## config.mk

```make
export PLATFORM = sky130hd
export DESIGN_NAME = io_bus_router_flat
export DESIGN_NICKNAME = d
export VERILOG_FILES = /design/src/rtl/io_bus_router_if.sv /design/src/rtl/io_bus_router.sv /design/src/flat_wrapper.sv
export SDC_FILE = /design/constraint.sdc
export NUM_CORES = 1
export LEC_CHECK = 0
export BUFFER_PORTS_ARGS = -buffer_cell sky130_fd_sc_hd__buf_4
export CAP_MARGIN = 20
export CORE_AREA = 2 2 207 209
export DETAILED_ROUTE_END_ITERATION = 16
export DIE_AREA = 0 0 209 211
export PLACE_DENSITY_LB_ADDON = 0.1
export SETUP_SLACK_MARGIN = 0.1
export SLEW_MARGIN = 20
export SYNTH_ARGS = -nofsm -noshare
export SYNTH_HDL_FRONTEND = slang
export SYNTH_SLANG_ARGS = --single-unit
export TNS_END_PERCENT = 1
```

## constraint.sdc

```tcl
create_clock -name clk -period 2.6 [get_ports clk]
set_clock_uncertainty 0.1 [all_clocks]
set_input_delay 0.52 -clock clk [delete_from_list [all_inputs] [get_ports clk]]
set_output_delay 0.52 -clock clk [all_outputs]
set_load 0.05 [all_outputs]
```

## src/rtl/io_bus_router_if.sv

```systemverilog
// io_bus bundle between the core, the router and the peripheral targets.
// Latency: none, wires only.
// Backpressure: none; the bus is strobe based and every access completes.
interface io_bus_router_if #(
    parameter int NUM_TARGETS = 4
) ();
    logic                      host_read_en;
    logic                      host_write_en;
    logic [31:0]               host_address;
    logic [31:0]               host_write_data;
    logic [31:0]               host_read_data;
    logic [NUM_TARGETS-1:0]    tgt_read_en;
    logic [NUM_TARGETS-1:0]    tgt_write_en;
    logic [31:0]               tgt_address;
    logic [31:0]               tgt_write_data;
    logic [NUM_TARGETS*32-1:0] tgt_read_data;

    // Router side: takes host strobes and target read data, fans out strobes.
    modport slave (
        input  host_read_en, host_write_en, host_address, host_write_data, tgt_read_data,
        output host_read_data, tgt_read_en, tgt_write_en, tgt_address, tgt_write_data
    );

    // Environment side: the core plus the targets.
    modport master (
        output host_read_en, host_write_en, host_address, host_write_data, tgt_read_data,
        input  host_read_data, tgt_read_en, tgt_write_en, tgt_address, tgt_write_data
    );
endinterface

```

## src/rtl/io_bus_router.sv

```systemverilog
// Base/mask io_bus decoder onto N targets, plus local output regs and an unmapped-access recorder.
// Latency: strobes and broadcast are combinational; read data valid one cycle after host_read_en.
// Backpressure: none; every access completes in its own cycle.
module io_bus_router #(
    parameter int                           NUM_TARGETS    = 4,
    parameter logic [NUM_TARGETS*32-1:0]    TARGET_BASE    = {32'h240, 32'h180, 32'hc0, 32'h40},
    parameter logic [NUM_TARGETS*32-1:0]    TARGET_MASK    = {NUM_TARGETS{32'hffff_ffc0}},
    parameter int                           NUM_LOCAL_REGS = 6,
    parameter logic [31:0]                  LOCAL_BASE     = 32'h0,
    parameter logic [NUM_LOCAL_REGS*32-1:0] LOCAL_RESET    = '0
) (
    input  logic                        clk,
    input  logic                        reset,
    io_bus_router_if.slave              bus,
    output logic [NUM_LOCAL_REGS*32-1:0] local_out,
    output logic [15:0]                 unmapped_count,
    output logic [31:0]                 unmapped_addr
);
    localparam int TIDX_W = (NUM_TARGETS > 1) ? $clog2(NUM_TARGETS) : 1;
    localparam int LIDX_W = (NUM_LOCAL_REGS > 1) ? $clog2(NUM_LOCAL_REGS) : 1;
    localparam int IDX_W  = (TIDX_W > LIDX_W) ? TIDX_W : LIDX_W;
    localparam logic [31:0] LOCAL_SPAN = 32'(4 * NUM_LOCAL_REGS);

    typedef enum logic [1:0] {
        SEL_NONE  = 2'd0,
        SEL_LOCAL = 2'd1,
        SEL_TGT   = 2'd2
    } sel_kind_e;

    logic [32:0]            local_off;
    logic                   local_hit;
    logic [LIDX_W-1:0]      local_idx;
    logic                   tgt_hit;
    logic [TIDX_W-1:0]      tgt_idx;
    logic [NUM_TARGETS-1:0] tgt_sel;
    logic                   unmapped_hit;

    logic [31:0] local_q [NUM_LOCAL_REGS];
    logic [31:0] local_d [NUM_LOCAL_REGS];
    sel_kind_e   rd_kind_q, rd_kind_d;
    logic [IDX_W-1:0] rd_idx_q, rd_idx_d;
    logic [15:0] unm_cnt_q, unm_cnt_d;
    logic [31:0] unm_addr_q, unm_addr_d;
    logic [31:0] rd_dat;

    // 33-bit offset: bit 32 set means the address lies below LOCAL_BASE.
    always_comb begin
        local_off = {1'b0, bus.host_address} - {1'b0, LOCAL_BASE};
        local_hit = (bus.host_address[1:0] == 2'b00) && !local_off[32]
                    && (local_off[31:0] < LOCAL_SPAN);
        local_idx = local_off[LIDX_W+1:2];
    end

    // Scan from the top so the lowest matching index is the one left standing.
    always_comb begin
        tgt_hit = 1'b0;
        tgt_idx = '0;
        for (int i = NUM_TARGETS - 1; i >= 0; i--) begin
            if ((bus.host_address & TARGET_MASK[32*i +: 32]) == TARGET_BASE[32*i +: 32]) begin
                tgt_hit = 1'b1;
                tgt_idx = TIDX_W'(i);
            end
        end
        tgt_sel = '0;
        if (tgt_hit && !local_hit) begin
            tgt_sel[tgt_idx] = 1'b1;
        end
    end

    assign unmapped_hit = (bus.host_read_en || bus.host_write_en) && !local_hit && !tgt_hit;

    assign bus.tgt_read_en    = {NUM_TARGETS{bus.host_read_en}} & tgt_sel;
    assign bus.tgt_write_en   = {NUM_TARGETS{bus.host_write_en}} & tgt_sel;
    assign bus.tgt_address    = bus.host_address;
    assign bus.tgt_write_data = bus.host_write_data;

    always_comb begin
        local_d    = local_q;
        rd_kind_d  = rd_kind_q;
        rd_idx_d   = rd_idx_q;
        unm_cnt_d  = unm_cnt_q;
        unm_addr_d = unm_addr_q;

        for (int k = 0; k < NUM_LOCAL_REGS; k++) begin
            if (bus.host_write_en && local_hit && (local_idx == LIDX_W'(k))) begin
                local_d[k] = bus.host_write_data;
            end
        end

        if (bus.host_read_en) begin
            if (local_hit) begin
                rd_kind_d = SEL_LOCAL;
                rd_idx_d  = IDX_W'(local_idx);
            end else if (tgt_hit) begin
                rd_kind_d = SEL_TGT;
                rd_idx_d  = IDX_W'(tgt_idx);
            end else begin
                rd_kind_d = SEL_NONE;
                rd_idx_d  = '0;
            end
        end

        if (unmapped_hit) begin
            if (unm_cnt_q != 16'hffff) begin
                unm_cnt_d = unm_cnt_q + 16'd1;
            end
            unm_addr_d = bus.host_address;
        end
    end

    always_ff @(posedge clk) begin
        if (reset) begin
            for (int k = 0; k < NUM_LOCAL_REGS; k++) begin
                local_q[k] <= LOCAL_RESET[32*k +: 32];
            end
            rd_kind_q  <= SEL_NONE;
            rd_idx_q   <= '0;
            unm_cnt_q  <= 16'h0;
            unm_addr_q <= 32'h0;
        end else begin
            local_q    <= local_d;
            rd_kind_q  <= rd_kind_d;
            rd_idx_q   <= rd_idx_d;
            unm_cnt_q  <= unm_cnt_d;
            unm_addr_q <= unm_addr_d;
        end
    end

    // Local reads return the register as it stands after the read cycle, so a
    // same-cycle write is already visible; target reads stay live.
    always_comb begin
        rd_dat = 32'h0;
        case (rd_kind_q)
            SEL_LOCAL: begin
                for (int k = 0; k < NUM_LOCAL_REGS; k++) begin
                    if (rd_idx_q == IDX_W'(k)) begin
                        rd_dat = local_q[k];
                    end
                end
            end
            SEL_TGT: begin
                for (int i = 0; i < NUM_TARGETS; i++) begin
                    if (rd_idx_q == IDX_W'(i)) begin
                        rd_dat = bus.tgt_read_data[32*i +: 32];
                    end
                end
            end
            default: rd_dat = 32'h0;
        endcase
    end

    assign bus.host_read_data = rd_dat;

    for (genvar k = 0; k < NUM_LOCAL_REGS; k++) begin : g_local_out
        assign local_out[32*k +: 32] = local_q[k];
    end

    assign unmapped_count = unm_cnt_q;
    assign unmapped_addr  = unm_addr_q;
endmodule
```

## src/flat_wrapper.sv

```systemverilog
// flat-port wrapper written by rule: the top's interface ports become plain ports
module io_bus_router_flat 
#(
    parameter int                           NUM_TARGETS    = 4,
    parameter logic [NUM_TARGETS*32-1:0]    TARGET_BASE    = {32'h240, 32'h180, 32'hc0, 32'h40},
    parameter logic [NUM_TARGETS*32-1:0]    TARGET_MASK    = {NUM_TARGETS{32'hffff_ffc0}},
    parameter int                           NUM_LOCAL_REGS = 6,
    parameter logic [31:0]                  LOCAL_BASE     = 32'h0,
    parameter logic [NUM_LOCAL_REGS*32-1:0] LOCAL_RESET    = '0
)
  (clk, reset, local_out, unmapped_count, unmapped_addr, bus_host_read_en, bus_host_write_en, bus_host_address, bus_host_write_data, bus_tgt_read_data, bus_host_read_data, bus_tgt_read_en, bus_tgt_write_en, bus_tgt_address, bus_tgt_write_data);
  io_bus_router_if #(.NUM_TARGETS(NUM_TARGETS)) bus_i ();
  input  logic clk;
  input  logic reset;
  output logic [NUM_LOCAL_REGS*32-1:0] local_out;
  output logic [15:0] unmapped_count;
  output logic [31:0] unmapped_addr;
  input wire logic [$bits(bus_i.host_read_en)-1:0] bus_host_read_en;
  input wire logic [$bits(bus_i.host_write_en)-1:0] bus_host_write_en;
  input wire logic [$bits(bus_i.host_address)-1:0] bus_host_address;
  input wire logic [$bits(bus_i.host_write_data)-1:0] bus_host_write_data;
  input wire logic [$bits(bus_i.tgt_read_data)-1:0] bus_tgt_read_data;
  output wire logic [$bits(bus_i.host_read_data)-1:0] bus_host_read_data;
  output wire logic [$bits(bus_i.tgt_read_en)-1:0] bus_tgt_read_en;
  output wire logic [$bits(bus_i.tgt_write_en)-1:0] bus_tgt_write_en;
  output wire logic [$bits(bus_i.tgt_address)-1:0] bus_tgt_address;
  output wire logic [$bits(bus_i.tgt_write_data)-1:0] bus_tgt_write_data;
  assign bus_i.host_read_en = bus_host_read_en;
  assign bus_i.host_write_en = bus_host_write_en;
  assign bus_i.host_address = bus_host_address;
  assign bus_i.host_write_data = bus_host_write_data;
  assign bus_i.tgt_read_data = bus_tgt_read_data;
  assign bus_host_read_data = bus_i.host_read_data;
  assign bus_tgt_read_en = bus_i.tgt_read_en;
  assign bus_tgt_write_en = bus_i.tgt_write_en;
  assign bus_tgt_address = bus_i.tgt_address;
  assign bus_tgt_write_data = bus_i.tgt_write_data;
  io_bus_router #(.NUM_TARGETS(NUM_TARGETS), .TARGET_BASE(TARGET_BASE), .TARGET_MASK(TARGET_MASK), .NUM_LOCAL_REGS(NUM_LOCAL_REGS), .LOCAL_BASE(LOCAL_BASE), .LOCAL_RESET(LOCAL_RESET)) u_core (.clk(clk), .reset(reset), .bus(bus_i), .local_out(local_out), .unmapped_count(unmapped_count), .unmapped_addr(unmapped_addr));
endmodule
```

---- Yosys cells after proc, flatten, opt, wreduce, memory -nomap -nowiden ----
Index checks and enable logic that the tools add are counted.
storage, ports and cells
  bits in registers ....................... 245
  output and inout bits ................... 344
  word-level logic and storage cells ...... 78
cells by class
  $add $sub $neg .......................... 1
  order comparisons ....................... 3
  eq/ne operators ......................... 17
  multiplexer cells ....................... 26
  bitwise operators ....................... 2
  reductions and logical operators ........ 19
operators by type and width
  operator                                              count
  two-way mux 32 bit                                    10
  case mux 32 bit (2 select lines)                      1
  < comparator 32 x 5 -> 1 bit (second input constant)  1
  == test 26 x 1 -> 1 bit (second input constant)       1
  == test 26 x 2 -> 1 bit (second input constant)       1
  == test 26 x 3 -> 1 bit (second input constant)       1
  == test 26 x 4 -> 1 bit (second input constant)       1
  adder 16 x 1 -> 16 bit (second input constant)        1
  != test 16 bit (second input constant)                1
  two-way mux 2 bit                                     7
  == test 3 x 2 -> 1 bit (second input constant)        4
  == test 3 bit (second input constant)                 4
  logical AND 1 bit                                     12
  AND 4 bit                                             2
  == test 3 x 1 -> 1 bit (second input constant)        2
  logical NOT 3 bit                                     2
  two-way mux 1 bit                                     5
  two-way mux 4 bit                                     1
  < comparator 2 x 3 -> 1 bit (second input constant)   1
  two-way mux 3 bit                                     1
  demux 1 bit (select 2 bit)                            1
  == test 2 x 1 -> 1 bit (second input constant)        1
  == test 2 bit (second input constant)                 1
  >= comparator 2 x 1 -> 1 bit (second input constant)  1
  other kinds (4)                                       5

---- Longest topological paths before layout ----
Gate-level depths: netlist of run 1.
  depth in word-level cells ............... 11
  gate-level depth with buffers ........... 8
  gate-level depth less buffers ........... 6

---- Worst setup path after synthesis of run 1 ----
No wires, ideal clock.
  path kind ............................... input to output
  start ................................... input port bus_host_address[26]
  end ..................................... output port bus_tgt_write_en[0]
  arrival time ............................ 2957 ps
  slack ................................... -977 ps
  stages on the path ...................... 6
  path buffers ............................ 1
  cell sequence ........................... nor4_1 -> nand4_1 -> buf_2 -> nor2_1 -> nand2_1 -> nor4b_1
on the way
  word-level cells in the longest chain between the ends .. 11
ends and longest elaborated chain
  element                                                                                            line                 RTL
  start: declaration                                                                                 flat_wrapper.sv:20   input wire logic [$bits(bus_i.host_address)-1:0] bus_host_address;
  == test 26 x 4 -> 1 bit                                                                            io_bus_router.sv:59  if ((bus.host_address & TARGET_MASK[32*i +: 32]) == TARGET_BASE[32*i +: 32]) begin
  two-way mux 2 bit (4 in a row)                                                                     io_bus_router.sv:59
  < comparator 2 x 3 -> 1 bit (not written as such) or >= comparator 2 x 1 -> 1 bit (tied branches)  io_bus_router.sv:66  tgt_sel[tgt_idx] = 1'b1;
  logical AND 1 bit (not written as such)                                                            io_bus_router.sv:66
  two-way mux 1 bit (not written as such)                                                            io_bus_router.sv:66
  demux 1 bit (select 2 bit)                                                                         n/a
  two-way mux 4 bit *                                                                                io_bus_router.sv:65  if (tgt_hit && !local_hit) begin
  AND 4 bit *                                                                                        io_bus_router.sv:73  assign bus.tgt_write_en = {NUM_TARGETS{bus.host_write_en}} & tgt_sel;
  end: declaration                                                                                   flat_wrapper.sv:25   output wire logic [$bits(bus_i.tgt_write_en)-1:0] bus_tgt_write_en;
Mark *: on every way between the ends. The rest lies on a longest branch, timed or not.

---- Worst setup path in the final report of run 1 ----
  start ................................... register u_core.rd_idx_q[0]
  end ..................................... output port bus_host_read_data[12]
on the way
  word-level cells in the longest chain between the ends .. 8
ends and longest elaborated chain
  element                             line                                        RTL
  start: declaration                  io_bus_router.sv:41                         logic [IDX_W-1:0] rd_idx_q, rd_idx_d;
  start signal: assignment            io_bus_router.sv:123                        rd_idx_q <= rd_idx_d;
  logical NOT 3 bit                   io_bus_router.sv:136, io_bus_router.sv:143
  two-way mux 32 bit (6 in a row)     io_bus_router.sv:136                        if (rd_idx_q == IDX_W'(k)) begin
  case mux 32 bit (2 select lines) *  io_bus_router.sv:133                        case (rd_kind_q)
  end: declaration                    flat_wrapper.sv:23                          output wire logic [$bits(bus_i.host_read_data)-1:0] bus_host_read_data;
Marks and branches as above.

==> results of run 1 <==
## metrics by stage
stage	total power, mW	cell area [um^2]	TNS, ps	std cells
floorplan	4.62	13200	-298	1419
global placement	5.19	18000	-37730	2418
detailed placement	5.19	18000	-36610	2418
CTS	9.60	19900	-12260	2496
global route	9.84	20000	-14110	2499
finish	9.51	20000	-10690	2499
## cells in the final DEF, fill, tap and decap left out, types with 6 or more instances in the layout
cell       netlist  routed
o22ai_2          0       6
mux2_2          49      45
mux4_2          11      11
nand4_1          6       6
o32ai_4          0      10
a22o_1          13      13
a21oi_1        103      96
nor3_1           7       7
o221ai_2         0      14
or3_1            9       9
dfxtp_1        245     242
buf_6            3      51
nand3b_1        31      31
nor2_1         189     179
a22oi_2          0      24
clkbuf_8         0      13
o21ai_1          8       9
a211oi_1        18      14
nor2b_1         28      24
buf_4           71     585
o21ai_0         40      36
nand2_1         97      96
buf_12           0      33
nor2_2           0       7
clkbuf_16        0      29
nand3_1          7       7
a22oi_1         40      16
mux2i_1        194     191
nand2b_1         8       8
## how the worst max path moves through the flow
stage	slack, ps	endpoint
after CTS	-400	bus_host_read_data[0]
after detailed placement	-240	bus_tgt_write_en[1]
final	-370	bus_host_read_data[12]
after floorplan	-50	bus_tgt_read_en[1]
after global placement	-260	u_core.local_out[60]$_SDFFE_PP0P_
after global routing	-430	bus_host_read_data[20]
## cell type report
type | count | area, um^2
fillers | 3984 | 21700
multi-input cells | 980 | 7530
repair buffers | 679 | 5900
flip-flops and latches | 245 | 4920
clock buffers | 43 | 898
well taps | 539 | 674
clock inverters | 8 | 118
inverters | 5 | 21.3
## sequential cells by signal, summed over array words and instances, names as in the netlist
name / flops
u_core.local_out: 192
u_core.unmapped_addr: 32
u_core.unmapped_count: 16
u_core.rd_idx_q: 3
u_core.rd_kind_q: 2
## per-layer routing
| metal | routed length (um) | vias to the layer above | track usage |
|---|---|---|---|
| met5 | 0 | - | 0 |
| li1 | - | 6068 | - |
| met3 | 3430 | 81 | 0.0491 |
| met4 | 1700 | 0 | 0.0744 |
| met1 | 25500 | 6229 | 0.333 |
| met2 | 27900 | 469 | 0.425 |
## critical path, delay by kind of cell, from the launching register on
| kind | cells | cell delay, ps |
|---|---|---|
| buf+inv | 4 | 750 |
| compound gates | 2 | 270 |
| flops | 1 | 410 |
| mux | 1 | 350 |
## cells by family after synthesis
family,after synthesis
XOR/XNOR,1
multiplexers,259
buffers and inverters,194
flip-flops,245
AO/OA/AOI/OAI,286
AND/OR/NAND/NOR,431
adder cells (fa/ha/maj),3
## repair_timing
action                     4_1_cts  5_1_grt
hold buffers                     0        0
pin swaps                       28       11
resized for setup              126       23
setup buffers                   22        3
setup endpoints to repair       40       40
hold endpoints to repair         0        0
gates cloned                     6        0
## power by group
part	internal [mW]	leakage [nW]	total [mW]	switching (mW)
combinational	0.594	6.94	1.41	0.815
clock	2.66	0.504	4.28	1.63
sequential	3.79	1.98	3.81	0.0255
total	7.04	9.43	9.51	2.47
==> results.md, run 1 <==
- Final min period: 2970 ps
- Setup crit start kind: flop
- Max_slew headroom: 0.525
- Unique masters post-synth: 58
- Die width: 209 um
- Most area-hungry cell type in the Yosys netlist: dfxtp_1
- Post-synthesis cell count: 1419
- Peak Freq: 337 MHz
- WHS: 166 ps
- Crit path required time: 1980 ps
- Area of the die: 44100 um^2
- Number of design rule violations left after detail routing: 0
- Run status: complete, but fails checks
- Type of the worst min-delay path: input port to flop
- Leading post-synthesis cells by instance count: dfxtp_1, mux2i_1, nor2_1
- FFs w/ async S/R, synth: 0
- Worst Reg2Reg Path Length in Cells: 5
- Startpoint of the worst setup timing path: u_core.rd_idx_q[0]$_SDFFE_PP0P_
- Std cell rows: 75
- Area fraction of the dominant cell type after synthesis: 0.383
- Number of clock sinks: between 200 and 250
- Critical R2R Launch: u_core.unmapped_count[7]$_SDFFE_PP0P_
- Initial standard-cell utilization of the core: 0.306
- Number of antenna violations at the first check in global routing: 0
- Vias in the first global route: 12700
- MaxCap Viol Count: 0
- Setup repair after global routing missed its margin: true
- Cell type of the slowest stage on the worst timing path: dfxtp_4
- Capture point of the worst reg-to-reg path: u_core.unmapped_count[9]$_SDFFE_PP0P_
- Crit path cell chain: buf_4 > bufbuf_16 > mux2_2 > a22oi_2 > buf_4 > o32ai_4 > buf_6
- Total CTS buffers: 28
- Minimum setup slack in the final design: -371 ps
- Total routing resource utilization after global routing: 0.254
- Number of hold violations in the final report: 0
- Final-report setup violation count: 40
- Sequential fraction of the synthesis area: 0.383
- Maximum vdd drop: around 0.00048 V
- Vias after detailed routing: roughly 13000
- Detailed Place HPWL: ~43000 um
- Share of cell area taken by muxes after synthesis: 0.219
- Crit path max fanout: 10
- Final cycle utilization of the critical path: 1.14
- Setup CP Type: flop to output pin
- Overall overflow remaining after global route: 0
- Ports: 540
- Mean post-synth cell area: 9.01 um^2
- Number of vias per cell after detailed routing: 5.14
- Util after Layout: 0.480
- Warnings, synthesis: 0
- Arithmetic-cell share of the synthesized area counting full adders, half adders and majority gates: 0.00293
- Master cell of the clock root buffer: clkbuf_16
- Complex-gate fraction of the synthesized area: 0.143
- Clock latency on the worst-skew pair: between 500 and 600 ps
- Startpoint of the tightest hold check path: bus_host_write_data[27]
- R2R Setup Slk: 370 ps
- Die height: between 200 and 250 um
- Wire length of the first global-routing pass: 84800 um
- Largest net degree at the start of global routing: 94
- Top-count cell post-synth: dfxtp_1
- Synthesized netlist net count: 1618
- WL per Instance: approximately 23 um
- Hold path depth: 3
- IO buf count: 539
- Failing checks: negative setup slack
- Dominant register cell in the synthesized netlist: dfxtp_1
- Post-synth EDFFs: 0
- DRT iter0 DRCs: 717
- Power per cell area: 474 nW/um^2
- Maximum level of the CTS H-tree: 1
- CP arrival: ~2400 ps
- Delay contributed by the slowest stage of the critical path: just over 400 ps
- Critical Path Sink Type: output pin
- Largest family of logic cells by synthesized area: multiplexers
- Total number of nets in the final design: 2138
- Dominant cells by area after synthesis: dfxtp_1, mux2i_1, nor2_1
- Measured slew at the worst slew-check pin: 712 ps
- Post-detailed-routing wire length: 58500 um
- Reg clk slew, reported paths: 60 ps
- Post-synthesis share of cell area spent on and, or, nand and nor gates: 0.162
- End point of the worst hold path: u_core.local_out[187]$_SDFFE_PP0P_
- Max Transition Viols Final: 0
- Total inserted antenna cells: 0
- LEAKAGE: 9.43 nW
- Post-synthesis instance area: 12800 um^2
- Fraction of layout cells with a size suffix above 1: 0.464
- CTS tree: done
- Crit path top cell by count: buf_4
- Worst setup slack before clock tree synthesis: -244 ps
- Share of the synthesized netlist area taken by xor and xnor gates: 0.000685
- Number of nets still failing antenna checks after routing: 0
- Placeable core region: approximately 42000 um^2
- First-pass detailed-route iteration total: 5
- Number of synthesized register bits: 245
- Last weighted congestion value of the routability-driven placer: 0.849
- Synth-to-layout area growth: 56.7%
- Max Root-Sink Buffers: 3
(Power assumes the default switching activity.)
==> run 2: changes to the inputs <==
--- a/config.mk
+++ b/config.mk
@@ -7,9 +7,9 @@
 export LEC_CHECK = 0
 export BUFFER_PORTS_ARGS = -buffer_cell sky130_fd_sc_hd__buf_4
 export CAP_MARGIN = 20
-export CORE_AREA = 2 2 207 209
+export CORE_AREA = 2 2 208 210
 export DETAILED_ROUTE_END_ITERATION = 16
-export DIE_AREA = 0 0 209 211
+export DIE_AREA = 0 0 210 212
 export PLACE_DENSITY_LB_ADDON = 0.1
 export SETUP_SLACK_MARGIN = 0.1
 export SLEW_MARGIN = 20
==> constraint.sdc (replaced) <==
create_clock -name clk -period 3.4 [get_ports clk]
set_clock_uncertainty 0.1 [all_clocks]
set_input_delay 0.68 -clock clk [delete_from_list [all_inputs] [get_ports clk]]
set_output_delay 0.68 -clock clk [all_outputs]
set_load 0.05 [all_outputs]
==> results.md, run 2 (same netlist as run 1, synthesis figures left out) <==
- Run status: complete, no violations
- WL per Instance: approximately 23 um
- Maximum level of the CTS H-tree: 1
- Ports: 540
- Kind of cell adding the most delay to the critical path: buffers and inverters
- Placeable core region: 42500 um^2
- Setup crit start kind: flop
- Number of antenna violations at the first check in global routing: 3
- DRT iter0 DRCs: 754
- Master cell of the clock root buffer: clkbuf_16
- Most common library cell in the layout ignoring fill and taps: buf_4
- Initial standard-cell utilization of the core: 0.301
- Startpoint of the worst setup timing path: u_core.rd_idx_q[0]$_SDFFE_PP0P_
- Clock network power share: 0.453
- IO buf count: ~540
- Cell area reported after detailed placement: 17100 um^2
- Combined buffer and inverter count along the critical path: 3
- Critical R2R Launch: u_core.unmapped_count[6]$_SDFFE_PP0P_
- Last weighted congestion value of the routability-driven placer: 0.839
- Util after Layout: 0.431
- Max reg flops: 192
- WHS: 315 ps
- Die width: 210 um
- Crit. path cell count: 6
- Max_slew headroom: 0.641
- LEAKAGE: 8.81 nW
- Critical Path Sink Type: output pin
- Number of vias per cell after detailed routing: 5.12
- Setup repair after global routing missed its margin: true
- Worst Reg2Reg Path Length in Cells: 5
- Final cycle utilization of the critical path: 0.963
- Final min period: 3270 ps
- Total number of nets in the final design: around 2100
- Number of design rule violations left after detail routing: 0
- Switching share of total power: 0.262
- Crit path max fanout: 53
- Setup CP Type: flop to output pin
- Total CTS buffers: 29
- R2R Setup Slk: 1230 ps
- Delay contributed by the slowest stage of the critical path: 550 ps
- Number of hold violations in the final report: 0
- Capture point of the worst reg-to-reg path: u_core.unmapped_count[11]$_SDFFE_PP0P_
- Fraction of layout cells with a size suffix above 1: 0.402
- Maximum vdd drop: approximately 0.00032 V
- Area of the die: approximately 45000 um^2
- Vias in the first global route: between 10000 and 15000
- First-pass detailed-route iteration total: 5
- Max Transition Viols Final: 0
- Most used cells in the layout excluding fill and tap cells: buf_4, dfxtp_1, mux2i_1
- Crit path required time: 2620 ps
- MaxCap Viol Count: 0
- Detailed Place HPWL: 40000 um
- Clock latency on the worst-skew pair: roughly 560 ps
- Peak Freq: 306 MHz
- Total routing resource utilization after global routing: 0.239
- Overall overflow remaining after global route: 0
- Measured slew at the worst slew-check pin: 535 ps
- Switching component of the power: approximately 1.9 mW
- Max Root-Sink Buffers: 3
- Reg clk slew, reported paths: about 60 ps
- Type of the worst min-delay path: input port to flop
- Startpoint of the tightest hold check path: bus_host_address[30]
- Power per cell area: slightly below 400 nW/um^2
- Wire length of the first global-routing pass: 80400 um
- Hold buffers post-CTS: 0
- Crit path top cell by count: buf_4
- Final design instance area without fill: 18300 um^2
- CP arrival: 2490 ps
- Fraction of power consumed by sequential logic: 0.413
- Crit path cell chain: buf_4 > buf_16 > mux4_2 > a22oi_2 > o32ai_1 > buf_4
- Number of clock sinks: 245
- Post-detailed-routing wire length: between 50000 and 60000 um
- Vias after detailed routing: 12500
- Power share of the combinational group: 0.134
- Std cell rows: between 70 and 80
- Final-report setup violation count: 0
- Die height: 212 um
- Crit path capture: bus_host_read_data[19]
- CTS tree: done
- Number of nets still failing antenna checks after routing: 0
- Cell type of the slowest stage on the worst timing path: mux4_2
- Synth-to-layout area growth: 43.3%
- Largest net degree at the start of global routing: between 80 and 90
- Internal power: 5.21 mW
[run 2: what timing repair did]
| item | 4_1_cts | 5_1_grt |
|---|---|---|
| pin swaps | 4 | 2 |
| gates cloned | 0 | 1 |
| buffers inserted | 6 | 6 |
| gates resized for setup | 31 | 1 |
| endpoints found under the setup margin | 34 | 24 |
[run 2: final cells by class]
class	count	area, um^2
fill	4277	24200
sequential	245	4920
inverter	5	21.3
clock inverter	8	93.8
multi-input combinational	980	6900
tap	546	683
timing repair buffer	609	4830
clock buffer	42	886
antenna	2	5.00
[run 2: metrics by stage]
stage / setup slack (ps) / TNS, ps / total power [mW] / instances
3_5_place_dp: 33.7 / 0 / 3.90 / 2372
6_report: 127 / 0 / 7.06 / 2437
3_3_place_gp: -1.61 / -1.61 / 3.90 / 2372
2_1_floorplan: -478 / -478 / 3.52 / 1419
5_1_grt: 31.7 / 0 / 7.31 / 2437
4_1_cts: 72.7 / 0 / 7.14 / 2428
[run 2: worst min-delay path by stage]
stage,end,cells after the start,slack (ps)
after floorplan,u_core.rd_kind_q[1]$_SDFFE_PP0P_,2,390
after global placement,u_core.local_out[188]$_SDFFE_PP0P_,2,360
after detailed placement,u_core.local_out[188]$_SDFFE_PP0P_,2,360
after CTS,u_core.local_out[179]$_SDFFE_PP0P_,3,290
after global routing,u_core.unmapped_addr[30]$_SDFFE_PP0P_,3,300
final,u_core.unmapped_addr[30]$_SDFFE_PP0P_,3,320
[run 2: worst reg2reg max path: stages, from the launching register on]
cell     delay [ps]
dfxtp_1         450
and4_1          300
nand4_1         240
o21ai_1         510
nor3b_1         120
mux2_1          330
[run 2: per-layer routing]
layer,part of all wire,vias to the layer above,wire [um],track usage
li1,-,5923,-,-
met1,0.42,6049,23500,0.300
met2,0.49,437,27400,0.414
met3,0.066,66,3690,0.0514
met4,0.024,0,1340,0.0658
met5,0,-,0,0
[run 2: power groups by stage]
stage	sequential [mW]	combinational (mW)	clock (mW)
after floorplan	3.07	0.452	0
after global placement	2.98	0.914	0
after detailed placement	2.99	0.917	0
after CTS	2.92	0.936	3.29
after global routing	2.92	0.999	3.39
final	2.92	0.943	3.20
==> run 3: changes to the inputs <==
--- a/config.mk
+++ b/config.mk
@@ -5,6 +5,7 @@
 export SDC_FILE = /design/constraint.sdc
 export NUM_CORES = 1
 export LEC_CHECK = 0
+export ABC_AREA = 1
 export BUFFER_PORTS_ARGS = -buffer_cell sky130_fd_sc_hd__buf_4
 export CAP_MARGIN = 20
 export CORE_AREA = 2 2 208 210
==> results.md, run 3 <==
- Peak Freq: 305 MHz
- Number of clock sinks: roughly 250
- FFs w/ async S/R, synth: 0
- Post-synthesis instance area: 12500 um^2
- Switching share of total power: 0.271
- CP arrival: 2490 ps
- Dominant cells by area after synthesis: dfxtp_1, a21oi_1, o21ai_0
- Number of nets still failing antenna checks after routing: 0
- Fraction of layout cells with a size suffix above 1: 0.309
- Total routing resource utilization after global routing: 0.265
- Critical R2R Launch: u_core.unmapped_count[0]$_SDFFE_PP0P_
- Dominant register cell in the synthesized netlist: dfxtp_1
- Power share of the combinational group: 0.127
- Last weighted congestion value of the routability-driven placer: between 0.9 and 1
- Measured slew at the worst slew-check pin: 964 ps
- First-pass detailed-route iteration total: 5
- Final cycle utilization of the critical path: 0.963
- Fraction of power consumed by sequential logic: 0.424
- Most used cells in the layout excluding fill and tap cells: buf_4, a21oi_1, nand2_1
- Unique masters post-synth: 33
- Max reg flops: 192
- Startpoint of the worst setup timing path: u_core.rd_idx_q[2]$_SDFFE_PP0P_
- Maximum level of the CTS H-tree: 1
- Startpoint of the tightest hold check path: bus_host_address[30]
- Final min period: 3270 ps
- Detailed Place HPWL: roughly 47000 um
- Setup CP Type: flop to output pin
- Final-report setup violation count: 0
- Power per cell area: 383 nW/um^2
- Crit path max fanout: 7
- Clock latency on the worst-skew pair: 560 ps
- Number of design rule violations left after detail routing: 0
- Sequential fraction of the synthesis area: 0.393
- Critical Path Sink Type: output pin
- Post-synthesis cell count: 1795
- Reg clk slew, reported paths: 60 ps
- Minimum setup slack in the final design: between 100 and 150 ps
- Post-detailed-routing wire length: 63500 um
- Number of antenna violations at the first check in global routing: 3
- Wire length of the first global-routing pass: 88300 um
- Setup crit start kind: flop
- Leading post-synthesis cells by instance count: a21oi_1, nand2_1, dfxtp_1
- Overall overflow remaining after global route: 0
- Hold buffers post-CTS: 0
- Switching component of the power: 1.86 mW
- Most area-hungry cell type in the Yosys netlist: dfxtp_1
- DRT iter0 DRCs: between 1000 and 1500
- Warnings, synthesis: 0
- Type of the worst min-delay path: input port to flop
- Ports: between 500 and 600
- Internal power: 5.01 mW
- Max_slew headroom: 0.357
- Vias in the first global route: between 10000 and 15000
- Number of vias per cell after detailed routing: 5.08
- Worst setup slack before clock tree synthesis: 344 ps
- Vias after detailed routing: 14200
- Std cell rows: 76
- Run status: complete, no violations
- Clock network power share: 0.449
- Mean post-synth cell area: between 6 and 7 um^2
- Total CTS buffers: 29
- Initial standard-cell utilization of the core: 0.294
- Die height: between 200 and 250 um
- CTS tree: done
- MaxCap Viol Count: 0
- Area fraction of the dominant cell type after synthesis: 0.393
- Largest net degree at the start of global routing: 84
- Synth-to-layout area growth: 44.0%
- Number of hold violations in the final report: 0
- Placeable core region: 42500 um^2
- Maximum vdd drop: 0.000358 V
- Post-synth EDFFs: 0
- Area of the die: 44500 um^2
- Top-count cell post-synth: a21oi_1
- Max Root-Sink Buffers: 3
- Total number of nets in the final design: 2430
- Crit path required time: between 2000 and 3000 ps
- WL per Instance: 22.7 um
- Die width: around 210 um
- Master cell of the clock root buffer: clkbuf_16
- Total negative slack: 0 ps
- Max Transition Viols Final: 0
- LEAKAGE: 7.53 nW
- Synthesized netlist net count: between 1500 and 2000
- Number of synthesized register bits: 245
- Most common library cell in the layout ignoring fill and taps: buf_4
- Setup repair after global routing missed its margin: true
- IO buf count: 539
[run 3: cell types whose count changed in the layout (fill, tap and decap cells not counted), moves of 49 or more]
cell	previous run	this run
a21oi_1	101	318
mux2i_1	194	0
inv_1	4	194
o21ai_0	37	192
nand2_1	97	248
nor2_1	187	83
nand3_1	7	86
mux2_2	49	0
[run 3: final timing paths]
kind                                                               to  slack [ps]  depth (start not counted)
worst max register to register  u_core.unmapped_count[0]$_SDFFE_PP0P_         860                         12
worst min-delay path            u_core.unmapped_addr[30]$_SDFFE_PP0P_         300                          3
worst min register to register  u_core.unmapped_addr[26]$_SDFFE_PP0P_         360                          2
worst max-delay path                           bus_host_read_data[21]         130                         12
[run 3: layout make-up]
type / instances / area [um^2]
inverter: 201 / 768
sequential: 245 / 4910
antenna: 3 / 7.51
multi-input combinational: 1153 / 5910
timing repair buffer: 601 / 4780
fill: 4462 / 24500
tap: 546 / 683
clock inverter: 7 / 91.3
clock buffer: 44 / 822
[run 3: power groups by stage]
| stage | Clock (mW) | Combinational [mW] | Sequential [mW] |
|---|---|---|---|
| finish | 3.09 | 0.870 | 2.92 |
| global route | 3.27 | 0.921 | 2.92 |
| floorplan | 0 | 0.400 | 3.07 |
| detailed placement | 0 | 0.869 | 2.98 |
| global placement | 0 | 0.867 | 2.98 |
| CTS | 3.16 | 0.871 | 2.92 |
[run 3: cell families after synthesis]
kind of cell	count (synthesis)	synth area share
simple gates	468	0.159
buf+inv	397	0.147
flops	245	0.393
compound gates	670	0.289
xor+xnor	12	0.00842
fa+ha+maj	3	0.00301
[run 3: repair_timing]
| item | 4_1_cts | 5_1_grt |
|---|---|---|
| setup endpoints to repair | 32 | 32 |
| buffers inserted | 0 | 8 |
| gates cloned | 0 | 7 |
| gates resized for setup | 19 | 65 |
| pin swaps | 1 | 9 |
[run 3: per-layer routing]
metal / global-route usage / vias to the layer above / wire (um)
met5: 0 / - / 0
met1: 0.324 / 6652 / 25300
met4: 0.110 / 0 / 2640
met2: 0.456 / 591 / 30800
li1: - / 6876 / -
met3: 0.0541 / 103 / 4710
[run 3: through the flow]
| step | power [mW] | std cells | util | hold slack, ps | instance area, um^2 |
|---|---|---|---|---|---|
| finish | 6.88 | 2800 | 0.423 | 302 | 18000 |
| global placement | 3.85 | 2731 | 0.390 | 350 | 16600 |
| floorplan | 3.47 | 1795 | - | 363 | 12500 |
| CTS | 6.94 | 2782 | 0.413 | 276 | 17600 |
| detailed placement | 3.85 | 2731 | 0.390 | 352 | 16600 |
| global route | 7.11 | 2800 | 0.423 | 292 | 18000 |
[run 3: critical path: stages (launching register included)]
cell	delay, ps
dfxtp_2	330
inv_4	110
nand2_4	90
nor2_4	120
buf_4	160
clkbuf_16	160
nand2_1	50
nand3_1	160
nor2_1	110
a21oi_1	150
o21ai_1	100
a21oi_1	160
buf_4	220
